==> src/rtl/keystream_tx_seq.sv <==
// Keystream sequencer: runs the cipher core for NUM_BLOCKS blocks and streams each block to a UART.
// Define KEYSTREAM_TX_HEX_EN to send lowercase ASCII hex plus a newline per block instead of raw bytes.
module keystream_tx_seq #(
  parameter int unsigned NUM_BLOCKS  = 1,
  parameter logic [63:0] START_INDEX = '0
) (
  input  logic         hwclk,
  input  logic         rst_n,
  input  logic         start,
  output logic         busy,
  output logic         run_done,
  output logic         core_start,
  output logic [63:0]  core_index,
  input  logic         core_done,
  input  logic [511:0] core_out,
  output logic [7:0]   tx_byte,
  output logic         tx_send,
  output logic         tx_en,
  input  logic         tx_done,
  output logic [15:0]  blocks_sent
);

  typedef enum logic [2:0] {
    IDLE, KICK, WAIT_CORE, LOAD, SEND, WAIT_BUSY, WAIT_IDLE, NEXT
  } state_t;

`ifdef KEYSTREAM_TX_HEX_EN
  localparam logic [7:0] LAST_CHAR = 8'd128;

  function automatic logic [7:0] hex_ascii(input logic [3:0] n);
    return (n < 4'd10) ? (8'h30 + {4'h0, n}) : (8'h57 + {4'h0, n});
  endfunction

  // Two characters per byte, high nibble first; character 128 is the block terminator.
  function automatic logic [7:0] char_at(input logic [511:0] h, input logic [7:0] p);
    if (p == LAST_CHAR) return 8'h0A;
    return p[0] ? hex_ascii(h[{p[6:1], 3'b000} +: 4]) : hex_ascii(h[{p[6:1], 3'b100} +: 4]);
  endfunction
`else
  localparam logic [7:0] LAST_CHAR = 8'd63;

  function automatic logic [7:0] char_at(input logic [511:0] h, input logic [5:0] p);
    return h[{p, 3'b000} +: 8];
  endfunction
`endif

  localparam logic [16:0] NB17 = 17'(NUM_BLOCKS);

  state_t         state, state_nx;
  logic           tx_done_meta, tx_done_sync;
  logic [511:0]   hold;
  logic [7:0]     ptr;
  logic [7:0]     char_nx;
  logic           accept;
  logic           more_blocks;

  // A start coinciding with the completion pulse is dropped, not queued.
  assign accept      = start && !run_done;
  assign more_blocks = ({1'b0, blocks_sent} + 17'd1) < NB17;

`ifdef KEYSTREAM_TX_HEX_EN
  assign char_nx = char_at(hold, ptr);
`else
  assign char_nx = char_at(hold, ptr[5:0]);
`endif

  always_ff @(posedge hwclk or negedge rst_n) begin
    if (!rst_n) begin
      state <= IDLE;
    end else begin
      state <= state_nx;
    end
  end

  always_comb begin
    state_nx = state;
    unique case (state)
      IDLE:      if (accept) state_nx = KICK;
      KICK:      state_nx = WAIT_CORE;
      WAIT_CORE: if (core_done) state_nx = LOAD;
      LOAD:      if (tx_done_sync) state_nx = SEND;
      SEND:      state_nx = WAIT_BUSY;
      WAIT_BUSY: if (!tx_done_sync) state_nx = WAIT_IDLE;
      WAIT_IDLE: if (tx_done_sync) state_nx = (ptr == LAST_CHAR) ? NEXT : LOAD;
      NEXT:      state_nx = more_blocks ? KICK : IDLE;
      default:   state_nx = IDLE;
    endcase
  end

  always_ff @(posedge hwclk or negedge rst_n) begin
    if (!rst_n) begin
      tx_done_meta <= 1'b0;
      tx_done_sync <= 1'b0;
      core_index   <= START_INDEX;
      blocks_sent  <= '0;
      hold         <= '0;
      ptr          <= '0;
      tx_byte      <= '0;
      run_done     <= 1'b0;
    end else begin
      tx_done_meta <= tx_done;
      tx_done_sync <= tx_done_meta;
      run_done     <= 1'b0;
      case (state)
        IDLE: begin
          if (accept) begin
            core_index  <= START_INDEX;
            blocks_sent <= '0;
          end
        end
        WAIT_CORE: begin
          if (core_done) begin
            hold <= core_out;
            ptr  <= '0;
          end
        end
        LOAD: begin
          if (tx_done_sync) tx_byte <= char_nx;
        end
        WAIT_IDLE: begin
          if (tx_done_sync && (ptr != LAST_CHAR)) ptr <= ptr + 8'd1;
        end
        NEXT: begin
          blocks_sent <= blocks_sent + 16'd1;
          core_index  <= core_index + 64'd1;
          if (!more_blocks) run_done <= 1'b1;
        end
        default: ;
      endcase
    end
  end

  assign busy       = (state != IDLE);
  assign core_start = (state == KICK);
  assign tx_send    = (state == SEND) || (state == WAIT_BUSY) || (state == WAIT_IDLE);
  assign tx_en      = tx_send;

endmodule

==> config.mk <==
export PLATFORM = sky130hd
export DESIGN_NAME = keystream_tx_seq
export DESIGN_NICKNAME = d
export VERILOG_FILES = /design/src/rtl/keystream_tx_seq.sv
export SDC_FILE = /design/constraint.sdc
export NUM_CORES = 1
export LEC_CHECK = 0
export ABC_AREA = 1
export BUFFER_PORTS_ARGS = -buffer_cell sky130_fd_sc_hd__buf_2
export CORE_ASPECT_RATIO = 1.1
export CORE_MARGIN = 1.5
export CORE_UTILIZATION = 30
export CTS_CLUSTER_SIZE = 24
export DETAILED_ROUTE_END_ITERATION = 7
export PLACE_DENSITY = 0.53
export SLEW_MARGIN = 10
export SYNTH_ARGS = -nofsm -noshare
export SYNTH_HDL_FRONTEND = slang
export SYNTH_SLANG_ARGS = --single-unit
export TNS_END_PERCENT = 1
==> constraint.sdc <==
create_clock -name hwclk -period 4.67 [get_ports hwclk]
set_input_delay 0.2335 -clock hwclk [delete_from_list [all_inputs] [get_ports hwclk]]
set_output_delay 0.2335 -clock hwclk [all_outputs]
set_load 0.005 [all_outputs]
==> results of run 1 <==
==> state kept, by name (all words and copies together), names as in the netlist <==
name and cells:
blocks_sent 16, core_index 64, hold 512, ptr 8
run_done 1, state 3, tx_byte 8, tx_done_meta 1
tx_done_sync 1
==> layer usage <==
layer  vias to the layer above  GRT usage
met5                         -          0
met4                        18      0.165
met3                       374     0.0486
met2                      1377      0.426
met1                     15423      0.344
li1                      15204          -
==> cell type report <==
type | instances | area, um^2 | share of cell area
clock buffer | 99 | 2050 | 0.0488
tap | 1302 | 1630 | 0.0387
clock inverter | 33 | 498 | 0.0118
multi-input combinational | 3193 | 13300 | 0.315
antenna | 9 | 22.5 | 0.000535
timing repair buffer | 1156 | 8610 | 0.204
sequential | 614 | 15400 | 0.365
inverter | 169 | 652 | 0.0155
==> cell families (layout without fill, tap and decap cells) <==
kind of cell	Yosys count	after routing
AOI/OAI and AO/OA	284	284
xor gates and xnor gates	25	25
buffers and inverters	402	1457
adders and majority gates	3	3
DFF	614	614
other	0	9
muxes	1	1
and+or+nand+nor	2880	2880
==> power by group <==
part | switching, W | leakage, nW | internal (W) | total (W)
combinational | 0.00628 | 12.3 | 0.00281 | 0.00908
clock | 0.00259 | 1.23 | 0.00349 | 0.00608
sequential | 0.00162 | 7.79 | 0.00767 | 0.00929
==> worst paths after layout <==
path	cells after the start	to	slack [ns]
hold / removal	6	core_index[23]	0.21
hold reg to reg	0	tx_done_sync	0.36
setup reg to reg	12	core_index[35]	1.75
setup / recovery	12	core_index[35]	1.75
max in group asynchronous	3	hold[414]	3.16
min in group asynchronous	2	hold[178]	0.25
==> critical path, cell delays in order (launching register included) <==
cell     delay (ns)
dfrtp_1        0.54
nand2_2        0.11
nor2_4         0.53
buf_4          0.43
inv_2          0.33
nor2_4         0.23
nand2_2        0.08
nor2_4         0.11
nand2_2        0.07
nor2_2         0.15
nand3_1        0.09
nand2_1        0.09
inv_1          0.04
==> per-stage QoR <==
step	hold slack, ns	area (um^2)	utilization	std cells	total power [W]
global placement	0.339	34400	0.342	5920	0.0180
global route	0.200	42100	0.419	6573	0.0260
CTS	0.152	42100	0.419	6566	0.0246
finish	0.211	42100	0.419	6575	0.0245
detailed placement	0.343	34400	0.342	5920	0.0180
floorplan	-0.0621	30400	-	4209	0.0139
==> cells in the final DEF (no fill, tap or decap), drive strengths merged, types with 2 or more instances in the layout <==
cell type and instances:
dfrtp 614, inv 168, and2 2, diode 9, buf 642, a21oi 80
o21bai 2, o21ai 184, nor2 137, clkbuf 99, nand4 32, clkinv 24
xnor2 3, dlygate4sd3 514, ha 3, clkinvlp 4, nand2 2284, o22ai 12
xor2 22, nand3b 3, nor3 36, bufinv 6, nand3 382
==> what timing repair did <==
action,CTS,global route
hold buffers,514,0
resized for setup,0,0
endpoints found under the hold margin,598,0
==> impl_metrics.py, run 1 <==
metrics = {
    "sta": {
        "max_freq_mhz": 342,
        "slew_headroom": 0.124,
        "tns_ns": 0,
        "drv_slew": 0,
        "finalHoldViolations": 0,
        "skew_ns": 0.0344,
        "timing.final.crit_share": 0.626,
        "worst-slew-pin-transition_ns": 1.30,
        "min_period_ns": 2.92,
        "setup_violations": 0,
        "fin_ws_ns": 1.75,
        "rsz0062_at_grt": "false",
    },
    "cts": {
        "post_cts_buffers": 0,
        "insertion_delay_ns": 0.68,
        "root_buffer": "clkbuf_16",
        "numCtsBuffers": 73,
        "clock_sinks": 614,
        "h-tree-depth": 3,
        "cts_tree": "done",
        "clock_path_buffers": 3,
        "clk_pin_slew_worst_paths_ns": 0.06,
    },
    "logic_synthesis": {
        "syn_inst": 4209,
        "synth_ff_type": "dfrtp_1",
        "synthAdderAreaFrac": 0.00123,
        "avgSynthCellArea_um2": 7.23,
        "syn-cell-area_mm2": 0.0304,
        "ys_ff_latch": 614,
        "synth-simple-area-share": 0.380,
        "synth_top_cell_by_area": "dfrtp_1",
        "synthXorXnorAreaFrac": 0.00720,
        "synth_most_common_cell": "nand2_1",
        "synth_top_area_share": 0.505,
        "async_flop_share": 1.00,
        "synth_mux_area_frac": 0.000329,
        "synth_compound_area_frac": 0.0480,
        "synth_cell_type_count": 42,
        "yosysWarningCount": 0,
        "synthTopCellsByArea": "dfrtp_1 51%, nand2_1 28%, nand3_1 6.3%, o21ai_0 2.9%, buf_2 2.3%",
        "synth-seq-area-share": 0.505,
        "synth_top_family_by_area": "simple AND/OR/NAND/NOR gates",
        "synth_edf_count": 0,
        "synthTopCellsByCount": "2,280 x nand2_1, 614 x dfrtp_1, 381 x nand3_1",
        "syn_nets": 4729,
    },
    "drt": {
        "detail-route-antenna-nets": 0,
        "route.detailed.drc": 0,
        "vias": 32396,
        "routed-wl-met2_um": 64300,
        "top_layer_used": "met5",
        "drt-vias-per-instance": 4.93,
        "drt_wl_total_um": 142000,
        "avgRoutedWirePerCell_um": 21.6,
        "met1_length_um": 59800,
        "met3WireLength_um": 8670,
        "drtPass1Iterations": 6,
        "drt_iter0_drc": 2725,
    },
    "pwr": {
        "ir_drop_v": 0.000357,
        "powerDensity_mw_per_mm2": 580,
        "leakage_nw": 21.3,
    },
    "run": {
        "maxCapViolCount": 0,
    },
    "cells_and_area": {
        "fillers": 10239,
        "drive_above_1_share": 0.151,
        "final_nets": 5727,
        "area_growth_pct": 38.5,
    },
    "run_status": {
        "status": "finished clean",
    },
    "floorplan": {
        "die_w_um": 307,
        "start_util": 0.302,
        "fp-row-count": 122,
        "dieArea_mm2": 0.103,
        "die_height_um": 337,
        "core_mm2": 0.101,
        "ios": 610,
    },
    "critical_path": {
        "required_ns": 5.23,
        "cp-start-kind": "flop",
        "cp_max_fo": 30,
        "reg2reg_from": "state[1]",
        "startpoint": "state[1]",
        "critPathKind": "reg -> reg",
        "critical_path.endpoint_type": "flop",
        "cp.arrival_ns": 3.48,
    },
    "min_path": {
        "hold_path_startpoint": "start",
        "hp-class": "in -> reg",
    },
    "placed_design": {
        "pre_cts_ws_ns": 1.74,
        "port_buffers": 609,
        "dp_hpwl_um": 101000,
        "gp_congestion": 0.944,
    },
    "grt": {
        "grt_max_degree": 226,
        "grtUsageTotal": 0.270,
        "grt_pass1_wl_um": 207000,
        "globalRouteOverflowTotal": 0,
        "antenna_found_initial": 20,
        "grt_pass1_vias": 32129,
    },
}
Note: power is estimated with default switching activity, not from simulation.
==> run 2: changes to the inputs <==
- PLACE_DENSITY: 0.53 -> 0.54
- clock period: 4.67 -> 2.4 ns (I/O delays scaled with it)
==> run 2 against run 1 <==
Critical path type unchanged. Cell count up 1.5%. Clock power up 100%. Hold slack worse by 0.17 ns. Sequential share of layout area down 0.98 points. Non-clock buffer count up 98. Highest routed layer unchanged. Power up 97%.
==> impl_metrics.py, run 2 (synthesis results as in run 1) <==
metrics = {
    "sta": {
        "skew_ns": 0.0331,
        "setup_violations": 0,
        "worst-slew-pin-transition_ns": 1.10,
        "timing.final.crit_share": 0.978,
        "min_period_ns": 2.35,
        "max_freq_mhz": 426,
        "fin_ws_ns": 0.0538,
        "slew_headroom": 0.269,
        "drv_slew": 0,
        "rsz0062_at_grt": "false",
        "finalHoldViolations": 0,
        "tns_ns": 0,
    },
    "cells_and_area": {
        "drive_above_1_share": 0.169,
        "largest_reg_flops": 512,
        "final_cell_mix": "2,280 x nand2_1, 611 x dfrtp_1, 608 x buf_2",
        "regMostFlops": "hold",
        "final_common_cell": "nand2_1",
        "top_regs": "hold x512, core_index x64, blocks_sent x16",
        "area_growth_pct": 42.3,
        "final_nets": 5827,
    },
    "floorplan": {
        "die_w_um": 307,
        "fp-row-count": 122,
        "dieArea_mm2": 0.103,
        "ios": 610,
        "start_util": 0.302,
        "core_mm2": 0.101,
        "die_height_um": 337,
    },
    "placed_design": {
        "dp_hpwl_um": 99700,
        "gp_congestion": 0.911,
        "port_buffers": 609,
        "pre_cts_ws_ns": -0.0264,
    },
    "grt": {
        "grt_pass1_wl_um": 203000,
        "grtUsageTotal": 0.262,
        "grt_pass1_vias": 32001,
        "grt_max_degree": 192,
        "antenna_found_initial": 7,
        "globalRouteOverflowTotal": 0,
    },
    "min_path": {
        "hp-class": "in -> async",
    },
    "critical_path": {
        "critPathSlowestCell": "dfrtp_4",
        "cp.arrival_ns": 2.95,
        "critical_path.endpoint_type": "flop",
        "critPathKind": "reg -> reg",
        "cp_max_fo": 40,
        "crit_top_cell": "nand3_1",
        "slowest_delay_ns": 0.55,
        "required_ns": 3.00,
        "cp-start-kind": "flop",
        "path_cells": "buf_12, buf_12, o21ai_0, a21oi_1, nand3_1, nand3_1, nand3_1, nand3_1, nand2_1",
    },
    "run_status": {
        "status": "finished clean",
    },
    "pwr": {
        "powerDensity_mw_per_mm2": 1110,
        "ir_drop_v": 0.000701,
        "leakage_nw": 22.0,
    },
    "run": {
        "maxCapViolCount": 0,
    },
    "cts": {
        "clock_sinks": 614,
        "numCtsBuffers": 75,
        "insertion_delay_ns": 0.66,
        "cts_tree": "done",
        "clk_pin_slew_worst_paths_ns": 0.06,
        "clock_path_buffers": 3,
        "root_buffer": "clkbuf_16",
        "h-tree-depth": 3,
        "post_cts_buffers": 0,
    },
    "drt": {
        "vias": 32272,
        "drt-vias-per-instance": 4.83,
        "detail-route-antenna-nets": 0,
        "drtPass1Iterations": 6,
        "drt_iter0_drc": 2893,
        "route.detailed.drc": 0,
        "drt_wl_total_um": 137000,
        "avgRoutedWirePerCell_um": 20.6,
    },
}
[run 2: cell count changes in the layout (fill, tap and decap cells not counted), moves of 3 or more]
cell        previous run  this run
buf_12                13        36
buf_4                 20        92
clkbuf_1              13         8
clkbuf_8              13        21
clkinv_16              5         1
clkinv_2              13        16
clkinvlp_4             4         1
diode_2                9         4
inv_6                  0         3
[run 2: where the power goes]
part           switching (W)  total [W]  internal, W
registers            0.00350     0.0184       0.0149
logic                 0.0110     0.0173      0.00631
clock network        0.00503     0.0124      0.00736
total                 0.0195     0.0481       0.0286
[run 2: path summary, 6_finish.rpt]
path                         startpoint            end  slack [ns]  depth (start not counted)
min reg2reg                tx_done_meta   tx_done_sync        0.36                          0
min                               rst_n      hold[431]        0.05                          2
min in group hwclk                start  core_index[3]        0.09                          5
max                              ptr[0]     tx_byte[6]        0.05                          9
max reg2reg                      ptr[0]     tx_byte[6]        0.05                          9
max in group asynchronous         rst_n      hold[397]        1.37                          4
[run 2: layout make-up]
cell class	instances	area (um^2)
antenna	4	10.0
clock buffer	104	2200
inverter	169	652
tap	1302	1630
fill	10038	57300
clock inverter	35	488
sequential	614	15400
timing repair buffer	1254	9650
multi-input combinational	3193	13300
[run 2: timing repair]
item / 4_1_cts / 5_1_grt
endpoints found under the setup margin: 1 / 3
cloned: 0 / 0
hold buffers: 516 / 0
endpoints found under the hold margin: 747 / 0
resized for setup: 1 / 2
[run 2: layer usage]
metal,vias up,GRT usage,wire (um)
met5,-,0,25
met4,4,0.124,6550
met3,279,0.0355,8110
met2,1323,0.429,63900
met1,15251,0.342,58900
li1,15415,-,-
[run 2: through the flow]
| stage | hold slack, ns | area, um^2 | total power [W] | util | cells |
|---|---|---|---|---|---|
| 3_3_place_gp | 0.161 | 35400 | 0.0349 | 0.352 | 6016 |
| 6_report | 0.0454 | 43300 | 0.0481 | 0.430 | 6675 |
| 4_1_cts | 0.0353 | 43300 | 0.0484 | 0.430 | 6671 |
| 2_1_floorplan | -0.176 | 30400 | 0.0271 | - | 4209 |
| 3_5_place_dp | 0.165 | 35400 | 0.0351 | 0.352 | 6016 |
| 5_1_grt | 0.0780 | 43300 | 0.0513 | 0.430 | 6673 |
[run 2: critical path, delay by kind of cell (launching register included)]
kind	cells	cell delay, ns
simple gates	5	0.45
buf+inv	2	0.42
flops	1	0.55
compound gates	2	0.82
